**config.mk**
```make
export PLATFORM = sky130hd
export DESIGN_NAME = apb_rr_master_arb
export DESIGN_NICKNAME = d
export VERILOG_FILES = /design/src/rtl/defines.sv /design/src/rtl/apb_arb_pkg.sv /design/src/rtl/rr_arbiter.sv /design/src/rtl/apb_rr_master_arb.sv
export SDC_FILE = /design/constraint.sdc
export NUM_CORES = 1
export LEC_CHECK = 0
export BUFFER_PORTS_ARGS = -buffer_cell sky130_fd_sc_hd__buf_2
export CORE_AREA = 2 2 141 143
export CTS_BUF_LIST = sky130_fd_sc_hd__clkbuf_8 sky130_fd_sc_hd__clkbuf_16
export DETAILED_ROUTE_END_ITERATION = 8
export DIE_AREA = 0 0 143 145
export SLEW_MARGIN = 20
export SYNTH_ARGS = -nofsm -noshare
export SYNTH_HDL_FRONTEND = slang
export SYNTH_HIERARCHICAL = 1
export SYNTH_SLANG_ARGS = --single-unit
```
**constraint.sdc**
```tcl
create_clock -name pclk -period 11.2 [get_ports pclk]
set_input_delay 2.24 -clock pclk [delete_from_list [all_inputs] [get_ports pclk]]
set_output_delay 2.24 -clock pclk [all_outputs]
set_load 0.02 [all_outputs]
```
**src/rtl/defines.sv**
```systemverilog
`default_nettype none
// ============================================================================
//  File        : defines.sv
//  Description : Global bus-width definitions shared across the APB slice.
//  Revision    : 1.0 - initial release
// ============================================================================
`ifndef D_WIDTH
`define D_WIDTH 32
`endif
`default_nettype wire

```
**src/rtl/apb_arb_pkg.sv**
```systemverilog
`default_nettype none
// ============================================================================
//  Package     : apb_arb_pkg
//  Description : FSM encoding, slave-index width and request record for the
//                round-robin APB master arbiter.
//  Revision    : 1.0 - initial release
// ============================================================================
`ifndef D_WIDTH
`define D_WIDTH 32
`endif

package apb_arb_pkg;

    // Width of the paddr field that selects the target slave
    localparam int SEL_W = 2;

    typedef enum logic [1:0] {
        ST_IDLE   = 2'd0,
        ST_SETUP  = 2'd1,
        ST_ACCESS = 2'd2,
        ST_DECERR = 2'd3
    } arb_state_t;

    // One requester's transfer attributes as presented on the APB port
    typedef struct packed {
        logic [`D_WIDTH-1:0] addr;
        logic                write;
        logic [`D_WIDTH-1:0] wdata;
        logic [3:0]          strb;
        logic [2:0]          prot;
    } apb_req_t;

endpackage
`default_nettype wire

```
**src/rtl/rr_arbiter.sv**
```systemverilog
`default_nettype none
// ============================================================================
//  Module      : rr_arbiter
//  Description : Combinational round-robin grant over NUM_REQ request lines
//                with a registered priority pointer. An advance strobe moves
//                the pointer to one past the supplied winner.
//  Revision    : 1.0 - initial release
// ============================================================================
module rr_arbiter #(
    parameter int NUM_REQ = 3
) (
    input  logic                       clk,
    input  logic                       rst,
    input  logic [NUM_REQ-1:0]         i_req,
    input  logic                       i_advance,
    input  logic [$clog2(NUM_REQ)-1:0] i_winner,
    output logic [NUM_REQ-1:0]         o_grant,
    output logic [$clog2(NUM_REQ)-1:0] o_grant_idx
);

    localparam int c_idx_w = $clog2(NUM_REQ);

    logic [c_idx_w-1:0] r_ptr;
    logic [NUM_REQ-1:0] w_upper;
    logic [NUM_REQ-1:0] w_pool;

    // Prefer requests at or above the pointer; wrap to the full set otherwise
    always_comb begin
        w_upper = '0;
        for (int i = 0; i < NUM_REQ; i++) begin
            w_upper[i] = i_req[i] && (i >= int'(r_ptr));
        end
        w_pool      = (|w_upper) ? w_upper : i_req;
        o_grant     = '0;
        o_grant_idx = '0;
        for (int i = NUM_REQ - 1; i >= 0; i--) begin
            if (w_pool[i]) begin
                o_grant     = '0;
                o_grant[i]  = 1'b1;
                o_grant_idx = c_idx_w'(i);
            end
        end
    end

    // Pointer moves to winner+1 (mod NUM_REQ) when a transfer completes
    always_ff @(posedge clk or posedge rst) begin
        if (rst) begin
            r_ptr <= '0;
        end else if (i_advance) begin
            r_ptr <= (int'(i_winner) == NUM_REQ - 1) ? '0 : i_winner + 1'b1;
        end
    end

endmodule
`default_nettype wire

```
**src/rtl/apb_rr_master_arb.sv**
```systemverilog
`default_nettype none
// ============================================================================
//  Module      : apb_rr_master_arb
//  Description : Shares one APB master port between NUM_REQ requesters using
//                round-robin arbitration; decodes the slave select, sequences
//                SETUP/ACCESS and returns rdata/slverr with a done pulse.
//                Optional ACCESS timeout enabled by macro APB_ARB_TIMEOUT_EN.
//  Revision    : 1.0 - initial release
// ============================================================================
`ifndef D_WIDTH
`define D_WIDTH 32
`endif

module apb_rr_master_arb
    import apb_arb_pkg::*;
#(
    parameter int NUM_REQ        = 3,
    parameter int NUM_SLV        = 2,
    parameter int SEL_LSB        = 12
`ifdef APB_ARB_TIMEOUT_EN
    ,
    parameter int TIMEOUT_CYCLES = 16
`endif
) (
    input  logic                              pclk,
    input  logic                              preset,
    input  logic [NUM_REQ-1:0]                req,
    input  logic [NUM_REQ-1:0][`D_WIDTH-1:0]  req_addr,
    input  logic [NUM_REQ-1:0]                req_write,
    input  logic [NUM_REQ-1:0][`D_WIDTH-1:0]  req_wdata,
    input  logic [NUM_REQ-1:0][3:0]           req_strb,
    input  logic [NUM_REQ-1:0][2:0]           req_prot,
    output logic [NUM_REQ-1:0]                done,
    output logic [`D_WIDTH-1:0]               rsp_rdata,
    output logic                              rsp_slverr,
    output logic [`D_WIDTH-1:0]               paddr,
    output logic [2:0]                        pprot,
    output logic [NUM_SLV-1:0]                psel,
    output logic                              penable,
    output logic                              pwrite,
    output logic [`D_WIDTH-1:0]               pwdata,
    output logic [3:0]                        pstrb,
    input  logic                              pready,
    input  logic [`D_WIDTH-1:0]               prdata,
    input  logic                              pslverr
);

    localparam int c_idx_w = $clog2(NUM_REQ);

    arb_state_t           r_state,  w_state_nxt;
    apb_req_t             r_apb,    w_apb_nxt;
    logic [NUM_SLV-1:0]   r_psel,   w_psel_nxt;
    logic                 r_penable, w_penable_nxt;
    logic [NUM_REQ-1:0]   r_done,   w_done_nxt;
    logic [`D_WIDTH-1:0]  r_rdata,  w_rdata_nxt;
    logic                 r_slverr, w_slverr_nxt;
    logic [c_idx_w-1:0]   r_winner, w_winner_nxt;

    logic [NUM_REQ-1:0]   w_grant;
    logic [c_idx_w-1:0]   w_grant_idx;
    logic                 w_advance;
    apb_req_t             w_sel;
    logic [SEL_W-1:0]     w_slv_idx;
    logic [NUM_SLV-1:0]   w_dec;
    logic [NUM_REQ-1:0]   w_win_oh;
    logic                 w_timeout;

    rr_arbiter #(
        .NUM_REQ (NUM_REQ)
    ) u_rr_arbiter (
        .clk         (pclk),
        .rst         (preset),
        .i_req       (req),
        .i_advance   (w_advance),
        .i_winner    (r_winner),
        .o_grant     (w_grant),
        .o_grant_idx (w_grant_idx)
    );

    // Gather the granted requester's attributes and decode its slave select
    always_comb begin
        w_sel.addr  = req_addr[w_grant_idx];
        w_sel.write = req_write[w_grant_idx];
        w_sel.wdata = req_wdata[w_grant_idx];
        w_sel.strb  = req_write[w_grant_idx] ? req_strb[w_grant_idx] : 4'h0;
        w_sel.prot  = req_prot[w_grant_idx];
        w_slv_idx   = w_sel.addr[SEL_LSB +: SEL_W];
        w_dec       = '0;
        for (int s = 0; s < NUM_SLV; s++) begin
            w_dec[s] = (int'(w_slv_idx) == s);
        end
        w_win_oh = '0;
        for (int i = 0; i < NUM_REQ; i++) begin
            w_win_oh[i] = (int'(r_winner) == i);
        end
    end

`ifdef APB_ARB_TIMEOUT_EN
    localparam int                 c_tmo_w    = $clog2(TIMEOUT_CYCLES + 1);
    localparam logic [c_tmo_w-1:0] c_tmo_last = c_tmo_w'(TIMEOUT_CYCLES - 1);

    logic [c_tmo_w-1:0] r_tmo_cnt;

    // Count ACCESS wait cycles; cleared on the way into ACCESS
    always_ff @(posedge pclk or posedge preset) begin
        if (preset) begin
            r_tmo_cnt <= '0;
        end else if (r_state == ST_SETUP) begin
            r_tmo_cnt <= '0;
        end else if ((r_state == ST_ACCESS) && !pready) begin
            r_tmo_cnt <= r_tmo_cnt + 1'b1;
        end
    end

    // Fires on the wait cycle that brings the count to TIMEOUT_CYCLES
    assign w_timeout = (r_state == ST_ACCESS) && !pready && (r_tmo_cnt == c_tmo_last);
`else
    assign w_timeout = 1'b0;
`endif

    // Next-state and next-output logic for the transfer sequencer
    always_comb begin
        w_state_nxt   = r_state;
        w_apb_nxt     = r_apb;
        w_psel_nxt    = r_psel;
        w_penable_nxt = r_penable;
        w_done_nxt    = '0;
        w_rdata_nxt   = r_rdata;
        w_slverr_nxt  = r_slverr;
        w_winner_nxt  = r_winner;
        w_advance     = 1'b0;
        case (r_state)
            ST_IDLE: begin
                if (|w_grant) begin
                    w_winner_nxt  = w_grant_idx;
                    w_apb_nxt     = w_sel;
                    w_psel_nxt    = w_dec;
                    w_penable_nxt = 1'b0;
                    w_state_nxt   = (|w_dec) ? ST_SETUP : ST_DECERR;
                end
            end
            ST_SETUP: begin
                w_penable_nxt = 1'b1;
                w_state_nxt   = ST_ACCESS;
            end
            ST_ACCESS: begin
                if (pready || w_timeout) begin
                    w_rdata_nxt   = (!r_apb.write && !w_timeout) ? prdata : '0;
                    w_slverr_nxt  = pslverr || w_timeout;
                    w_done_nxt    = w_win_oh;
                    w_psel_nxt    = '0;
                    w_penable_nxt = 1'b0;
                    w_advance     = 1'b1;
                    w_state_nxt   = ST_IDLE;
                end
            end
            ST_DECERR: begin
                w_rdata_nxt  = '0;
                w_slverr_nxt = 1'b1;
                w_done_nxt   = w_win_oh;
                w_advance    = 1'b1;
                w_state_nxt  = ST_IDLE;
            end
            default: begin
                w_state_nxt = ST_IDLE;
            end
        endcase
    end

    // State and output registers; reset clears every output immediately
    always_ff @(posedge pclk or posedge preset) begin
        if (preset) begin
            r_state   <= ST_IDLE;
            r_apb     <= '0;
            r_psel    <= '0;
            r_penable <= 1'b0;
            r_done    <= '0;
            r_rdata   <= '0;
            r_slverr  <= 1'b0;
            r_winner  <= '0;
        end else begin
            r_state   <= w_state_nxt;
            r_apb     <= w_apb_nxt;
            r_psel    <= w_psel_nxt;
            r_penable <= w_penable_nxt;
            r_done    <= w_done_nxt;
            r_rdata   <= w_rdata_nxt;
            r_slverr  <= w_slverr_nxt;
            r_winner  <= w_winner_nxt;
        end
    end

    assign paddr      = r_apb.addr;
    assign pwrite     = r_apb.write;
    assign pwdata     = r_apb.wdata;
    assign pstrb      = r_apb.strb;
    assign pprot      = r_apb.prot;
    assign psel       = r_psel;
    assign penable    = r_penable;
    assign done       = r_done;
    assign rsp_rdata  = r_rdata;
    assign rsp_slverr = r_slverr;

endmodule
`default_nettype wire

```
==> results.sh, run 1 <==
export IMPL_clkSinkCount=117
export IMPL_crit_type="input pin to flip-flop"
export IMPL_max_freq_mhz=196
export IMPL_port_buffers=365
export IMPL_grt_pass1_wl_um=28400
export IMPL_dp_cells=1193
export IMPL_routabilityCongestion=0.789
export IMPL_start_util=0.301
export IMPL_powerDensity_nw_per_um2=276
export IMPL_vdd_drop_max_mv=0.125
export IMPL_power_leakage_nw=4.37
export IMPL_cts_buffer_depth=2
export IMPL_hold_viol_final=0
export IMPL_grt_pass1_vias=5465
export IMPL_cp_required_ns=11.49
export IMPL_worstSetupEndpointType="flip-flop"
export IMPL_postCtsHoldBufs=0
export IMPL_via_count=5618
export IMPL_post_cts_repair_setup_buffers=0
export IMPL_final_max_slew_viol_count=0
export IMPL_postRouteAntennaNets=0
export IMPL_slew_headroom=0.486
export IMPL_grtUsageTotal=0.177
export IMPL_cts_resized=0
export IMPL_dp_hpwl_um=14600
export IMPL_finClkSkew_ns=0.00857
export IMPL_postSynth_asyncResetShare=1.00
export IMPL_crit_path_start_kind="input pin"
export IMPL_max_cap_violations=0
export IMPL_ys_flop_type="dfrtp_1"
export IMPL_clk_latency_ns=0.40
export IMPL_min_period_ns=5.11
export IMPL_cts_root_buf="clkbuf_16"
export IMPL_cts_tree="done"
export IMPL_dr_pass1_iters=4
export IMPL_crit_buf_inv=3
export IMPL_critPathMaxFanout=78
export IMPL_cp_slowest_cell="buf_4"
export IMPL_cp_cell_sequence="buf_2 > nor2b_1 > o21ai_1 > and3_2 > buf_4 > or3_4 > nand2_4 > buf_4 > a2111oi_0 > a31o_1"
export IMPL_cts_buffers=17
export IMPL_finalSetupViolCount=0
export IMPL_status="finished, final reports clean"
export IMPL_seq_area_frac_synth=0.506
export IMPL_cpPeakStageDelay_ns=0.64
export IMPL_drive_above_1_share=0.438
export IMPL_core_area_um2=19200
export IMPL_routedWlPerCell_um=15.5
export IMPL_drc=0
export IMPL_grt_max_degree=79
export IMPL_overflow=0
export IMPL_die_w_um=143
export IMPL_rsz0062_at_grt="no"
export IMPL_arrival_ns=5.40
export IMPL_yosys_cell_types_count=38
export IMPL_yosysWarningCount=6
export IMPL_syn_nets=859
export IMPL_dieArea_um2=20700
export IMPL_synthToLayoutAreaGrowth_pct=44.2
export IMPL_cp_top_family="simple AND/OR/NAND/NOR gates"
export IMPL_layout_cells_non_filler=1225
export IMPL_die_h_um=145
export IMPL_synthesis_area_um2=5780
export IMPL_drt_total_wl_um=19000
export IMPL_worstMarginPinSlew_ns=0.770
export IMPL_fin_crit_sh=0.456
export IMPL_tns_ns=0
export IMPL_htree_num_levels=4
export IMPL_clk_pin_slew_worst_paths_ns=0.06
export IMPL_crit_path_frequent_cell="buf_4"
export IMPL_grt_antenna_before_repair=1
export IMPL_num_rows=51
export IMPL_avgSynthCellArea_um2=9.57
export IMPL_nFillCells=1914
export IMPL_finalNetCount=1202
export IMPL_num_io_pins=366
export IMPL_drt_iter0_drc=149
export IMPL_synthCells=604
export IMPL_viasPerCell=4.59
export IMPL_min_path_type="flip-flop to flip-flop"
export IMPL_synth_seq_cells=117
export IMPL_synth_edff_count=0
## worst paths after layout
check                                            from                    end  slack, ns  depth (start not counted)
max in group asynchronous                      preset          rsp_rdata[17]       8.02                          3
worst min register to register               pprot[1]               pprot[1]       0.47                          2
worst max-delay path                           req[2]                psel[0]       6.09                         10
worst min-delay path                         pprot[1]               pprot[1]       0.47                          2
worst max register to register  u_rr_arbiter/r_ptr[0]                psel[0]       7.61                          9
min in group asynchronous                      preset  u_rr_arbiter/r_ptr[0]       1.71                          2
## tightest hold or removal path: cells and delay by family, from the launching register on
kind | cells | cell delay, ns
flip-flops | 1 | 0.33
AND/OR/NAND/NOR | 1 | 0.06
AO/OA/AOI/OAI | 1 | 0.05
## cell usage after synthesis (4+ instances only)
cell | count | share of area
o31ai_1 | 5 | 0.0065
a22o_1 | 32 | 0.048
o21ai_2 | 8 | 0.012
clkbuf_1 | 19 | 0.012
mux2i_1 | 72 | 0.12
dfrtp_1 | 117 | 0.51
a21oi_1 | 73 | 0.063
buf_6 | 4 | 0.0078
buf_2 | 9 | 0.0078
buf_4 | 11 | 0.014
inv_1 | 6 | 0.0039
nand2_1 | 80 | 0.052
nor2_1 | 76 | 0.049
o21ai_0 | 61 | 0.053
## per-stage QoR
step / utilization / power (W) / area, um^2 / hold slack (ns) / setup slack, ns
finish: 0.434 / 0.00230 / 8340 / 0.468 / 6.09
detailed placement: 0.403 / 0.00179 / 7750 / 0.460 / 5.58
global placement: 0.403 / 0.00177 / 7750 / 0.457 / 5.66
floorplan: - / 0.00145 / 5780 / 0.484 / 5.92
CTS: 0.434 / 0.00234 / 8340 / 0.472 / 6.02
global route: 0.434 / 0.00247 / 8340 / 0.485 / 5.78
## logic make-up after synthesis
logic type	after synthesis	synth area share
multiplexers	74	0.129
flip-flops	117	0.506
AND/OR/NAND/NOR	169	0.116
buffers and inverters	55	0.0524
AO/OA/AOI/OAI	189	0.196
## where the power goes
group	switching [W]	leakage (nW)	internal (W)
clock network	0.000188	0.295	0.000356
registers	0.000103	1.50	0.000612
logic	0.000680	2.58	0.000365
## registers in the layout, summed over array words and instances (netlist names)
register	cells
u_rr_arbiter/r_ptr	2
rsp_rdata	32
psel	2
pwrite	1
done	3
r_state	2
penable	1
pwdata	32
r_winner	2
paddr	32
pprot	3
pstrb	4
rsp_slverr	1
## cells in the final DEF, fill, tap and decap left out, types with 2 or more instances in the layout
| master | count |
|---|---|
| a21oi_1 | 73 |
| a22o_1 | 32 |
| buf_2 | 365 |
| buf_4 | 7 |
| bufinv_16 | 3 |
| clkbuf_16 | 17 |
| clkbuf_8 | 2 |
| clkinv_2 | 5 |
| dfrtp_1 | 117 |
| diode_2 | 2 |
| inv_1 | 6 |
| mux2i_1 | 72 |
| nand2_1 | 80 |
| nand3_1 | 2 |
| nor2_1 | 75 |
| nor3_1 | 2 |
| nor3b_1 | 2 |
| o21ai_0 | 61 |
| o21ai_2 | 9 |
| o31ai_1 | 5 |
## metal layers
metal,track usage,part of all wire,vias to the layer above
met5,0,0,-
li1,-,-,2802
met3,0.0545,0.081,26
met4,0.0639,0.023,0
met2,0.309,0.49,256
met1,0.204,0.40,2534
## area by class of cell
cell class | count | area (um^2) | share of cell area
multi-input cells | 432 | 2580 | 0.309
well taps | 265 | 332 | 0.0398
diodes | 2 | 5.00 | 0.000600
clock buffers | 19 | 453 | 0.0543
clock inverters | 11 | 135 | 0.0162
inverters | 7 | 28.8 | 0.00345
flip-flops and latches | 117 | 2930 | 0.351
repair buffers | 372 | 1880 | 0.225
(Power assumes the default switching activity.)
==> run 2, diff against run 1 <==
--- a/config.mk
+++ b/config.mk
@@ -5,11 +5,12 @@
 export SDC_FILE = /design/constraint.sdc
 export NUM_CORES = 1
 export LEC_CHECK = 0
+export ABC_AREA = 1
 export BUFFER_PORTS_ARGS = -buffer_cell sky130_fd_sc_hd__buf_2
-export CORE_AREA = 2 2 141 143
+export CORE_AREA = 2 2 143 145
 export CTS_BUF_LIST = sky130_fd_sc_hd__clkbuf_8 sky130_fd_sc_hd__clkbuf_16
 export DETAILED_ROUTE_END_ITERATION = 8
-export DIE_AREA = 0 0 143 145
+export DIE_AREA = 0 0 145 147
 export SLEW_MARGIN = 20
 export SYNTH_ARGS = -nofsm -noshare
 export SYNTH_HDL_FRONTEND = slang
==> constraint.sdc (replaced) <==
create_clock -name pclk -period 4.35 [get_ports pclk]
set_input_delay 0.87 -clock pclk [delete_from_list [all_inputs] [get_ports pclk]]
set_output_delay 0.87 -clock pclk [all_outputs]
set_load 0.02 [all_outputs]
==> run 2 against run 1 <==
Effect of this change: flip-flop and latch count is the same; cell count grew 21%; routed wire length grew 15%; hold slack lost 0.13 ns; area after synthesis grew 6.3%; clock power grew to 2.6 times the previous value; via count grew 20%; worst setup slack lost 4.4 ns; first-iteration DRC count grew 72%; power grew to 2.7 times the previous value; core utilization grew 0.16 points; sequential share of layout area shrank 1.3 points; critical path type unchanged; largest cell class unchanged.
==> results.sh, run 2 <==
export IMPL_seq_power_share=0.306
export IMPL_final_cell_mix="383 x nand2_1, 365 x buf_2, 123 x o21ai_0"
export IMPL_drt_total_wl_um=21900
export IMPL_overflow=0
export IMPL_ff2ff_path_depth=11
export IMPL_rr_endpoint="paddr[7]"
export IMPL_clockPowerShare=0.228
export IMPL_arrival_ns=3.02
export IMPL_nFillCells=2066
export IMPL_grt_max_degree=84
export IMPL_finClkSkew_ns=0.00910
export IMPL_worstMarginPinSlew_ns=1.04
export IMPL_max_freq_mhz=374
export IMPL_dieArea_um2=21300
export IMPL_synth_most_common_cell="nand2_1"
export IMPL_viasPerCell=4.56
export IMPL_postSynth_asyncResetShare=1.00
export IMPL_reg2reg_from="u_rr_arbiter/r_ptr[0]"
export IMPL_clk_pin_slew_worst_paths_ns=0.06
export IMPL_hold_viol_final=0
export IMPL_finalNetCount=1448
export IMPL_num_rows=52
export IMPL_crit_path_start_kind="input pin"
export IMPL_cts_buffer_depth=2
export IMPL_avgSynthCellArea_um2=7.14
export IMPL_worstSetupEndpointType="flip-flop"
export IMPL_cp_required_ns=4.70
export IMPL_ys_flop_type="dfrtp_1"
export IMPL_status="finished, final reports clean"
export IMPL_max_cap_violations=0
export IMPL_drt_iter0_drc=257
export IMPL_drc=0
export IMPL_postCtsHoldBufs=0
export IMPL_power_leakage_nw=4.91
export IMPL_routabilityCongestion=0.845
export IMPL_finalSetupViolCount=0
export IMPL_drive_above_1_share=0.347
export IMPL_start_util=0.310
export IMPL_grt_pass1_vias=6712
export IMPL_clkSinkCount=117
export IMPL_core_area_um2=19800
export IMPL_tns_ns=0
export IMPL_synth_common_cells="383 x nand2_1, 123 x o21ai_0, 117 x dfrtp_1"
export IMPL_seq_area_frac_synth=0.476
export IMPL_yosysTopAreaCellShare=0.476
export IMPL_comb_power_share=0.466
export IMPL_switching_share=0.454
export IMPL_cts_root_buf="clkbuf_16"
export IMPL_postRouteAntennaNets=0
export IMPL_routedWlPerCell_um=14.8
export IMPL_synthCells=861
export IMPL_final_util=0.436
export IMPL_synth_area_top_cells="dfrtp_1 48%, nand2_1 23%, o21ai_0 10%"
export IMPL_cts_tree="done"
export IMPL_crit_type="input pin to flip-flop"
export IMPL_die_w_um=145
export IMPL_regToRegSetupSlack_ns=1.86
export IMPL_yosysWarningCount=6
export IMPL_internal_power_w=0.00335
export IMPL_post_cts_repair_setup_buffers=0
export IMPL_yosysTopAreaCell="dfrtp_1"
export IMPL_die_h_um=147
export IMPL_final_max_slew_viol_count=0
export IMPL_min_period_ns=2.67
export IMPL_min_path_type="input pin to asynchronous set/reset pin"
export IMPL_fin_crit_sh=0.615
export IMPL_rsz0062_at_grt="no"
export IMPL_synth_edff_count=0
export IMPL_dp_hpwl_um=15300
export IMPL_final_common_cell="nand2_1"
export IMPL_slew_headroom=0.308
export IMPL_dr_pass1_iters=4
export IMPL_synthToLayoutAreaGrowth_pct=40.7
export IMPL_yosys_cell_types_count=23
export IMPL_clk_latency_ns=0.41
export IMPL_netSwitchingPower_w=0.00278
export IMPL_grtUsageTotal=0.205
export IMPL_cts_resized=0
export IMPL_powerDensity_nw_per_um2=709
export IMPL_cts_buffers=17
export IMPL_synthesis_area_um2=6150
export IMPL_port_buffers=365
export IMPL_htree_num_levels=4
export IMPL_grt_pass1_wl_um=34600
export IMPL_via_count=6736
export IMPL_vdd_drop_max_mv=0.281
export IMPL_num_io_pins=366
export IMPL_critPathMaxFanout=62
export IMPL_synth_seq_cells=117
export IMPL_grt_antenna_before_repair=1
export IMPL_syn_nets=1116
run 2: changes by cell type in the layout (fill, tap and decap cells not counted), moves of 14 or more:
cell	delta
a21oi_1	-71
a22o_1	-32
nand2_1	+303
mux2i_1	-72
inv_1	+25
nand3_1	+43
o21ai_1	+14
o21ai_0	+62
run 2: cells by family after synthesis:
| group | after synthesis | synth area share |
|---|---|---|
| flip-flops | 117 | 0.476 |
| buffers and inverters | 97 | 0.0814 |
| AO/OA/AOI/OAI | 145 | 0.120 |
| AND/OR/NAND/NOR | 502 | 0.322 |
run 2: stage by stage:
stage / hold slack [ns] / setup WS, ns / cells / power [W] / cell area, um^2
finish: 0.339 / 1.68 / 1477 / 0.00613 / 8650
global route: 0.322 / 1.40 / 1476 / 0.00660 / 8650
CTS: 0.317 / 1.70 / 1476 / 0.00621 / 8650
detailed placement: 0.460 / 1.28 / 1444 / 0.00478 / 8060
global placement: 0.458 / 1.32 / 1444 / 0.00475 / 8060
floorplan: 0.475 / 0.436 / 861 / 0.00378 / 6150
run 2: cell type report:
cell class,count,area (um^2),area share
flip-flops and latches,117,2930,0.338
multi-input cells,647,2740,0.317
repair buffers,369,1880,0.218
clock buffers,18,439,0.0508
well taps,270,338,0.0391
inverters,41,169,0.0195
clock inverters,14,153,0.0176
diodes,1,2.50,0.000289
run 2: worst max path at each step:
stage | start | to | slack, ns | depth (start not counted)
after detailed placement | req[2] | pstrb[0] | 1.28 | 12
after CTS | req[2] | pstrb[0] | 1.70 | 12
final | req[2] | paddr[7] | 1.68 | 12
after global placement | req[2] | paddr[7] | 1.32 | 12
after floorplan | preset | done[0] | 0.44 | 1
after global routing | req[2] | paddr[7] | 1.40 | 12
run 2: power groups by stage:
stage	Combinational, W	Sequential [W]	Clock, W
2_1_floorplan	0.00131	0.00247	0
3_3_place_gp	0.00287	0.00188	0
3_5_place_dp	0.00290	0.00188	0
4_1_cts	0.00290	0.00188	0.00143
5_1_grt	0.00317	0.00195	0.00148
6_report	0.00286	0.00188	0.00140
run 2: worst max-delay path, cell delays in order:
cell	delay [ns]
buf_2	0.11
inv_1	0.06
nand2_1	0.05
nand2_1	0.12
nand3_2	0.09
nand2_1	0.06
inv_1	0.20
inv_2	0.83
o21ai_0	0.18
o21ai_0	0.27
nand2_1	0.10
nand2_1	0.06
run 2: layer usage:
| metal | up-vias | GRT usage | wire (um) |
|---|---|---|---|
| met5 | - | 0 | 0 |
| met4 | 0 | 0.0599 | 182 |
| met3 | 12 | 0.0503 | 1390 |
| met2 | 225 | 0.371 | 11300 |
| met1 | 3121 | 0.242 | 9080 |
| li1 | 3378 | - | - |
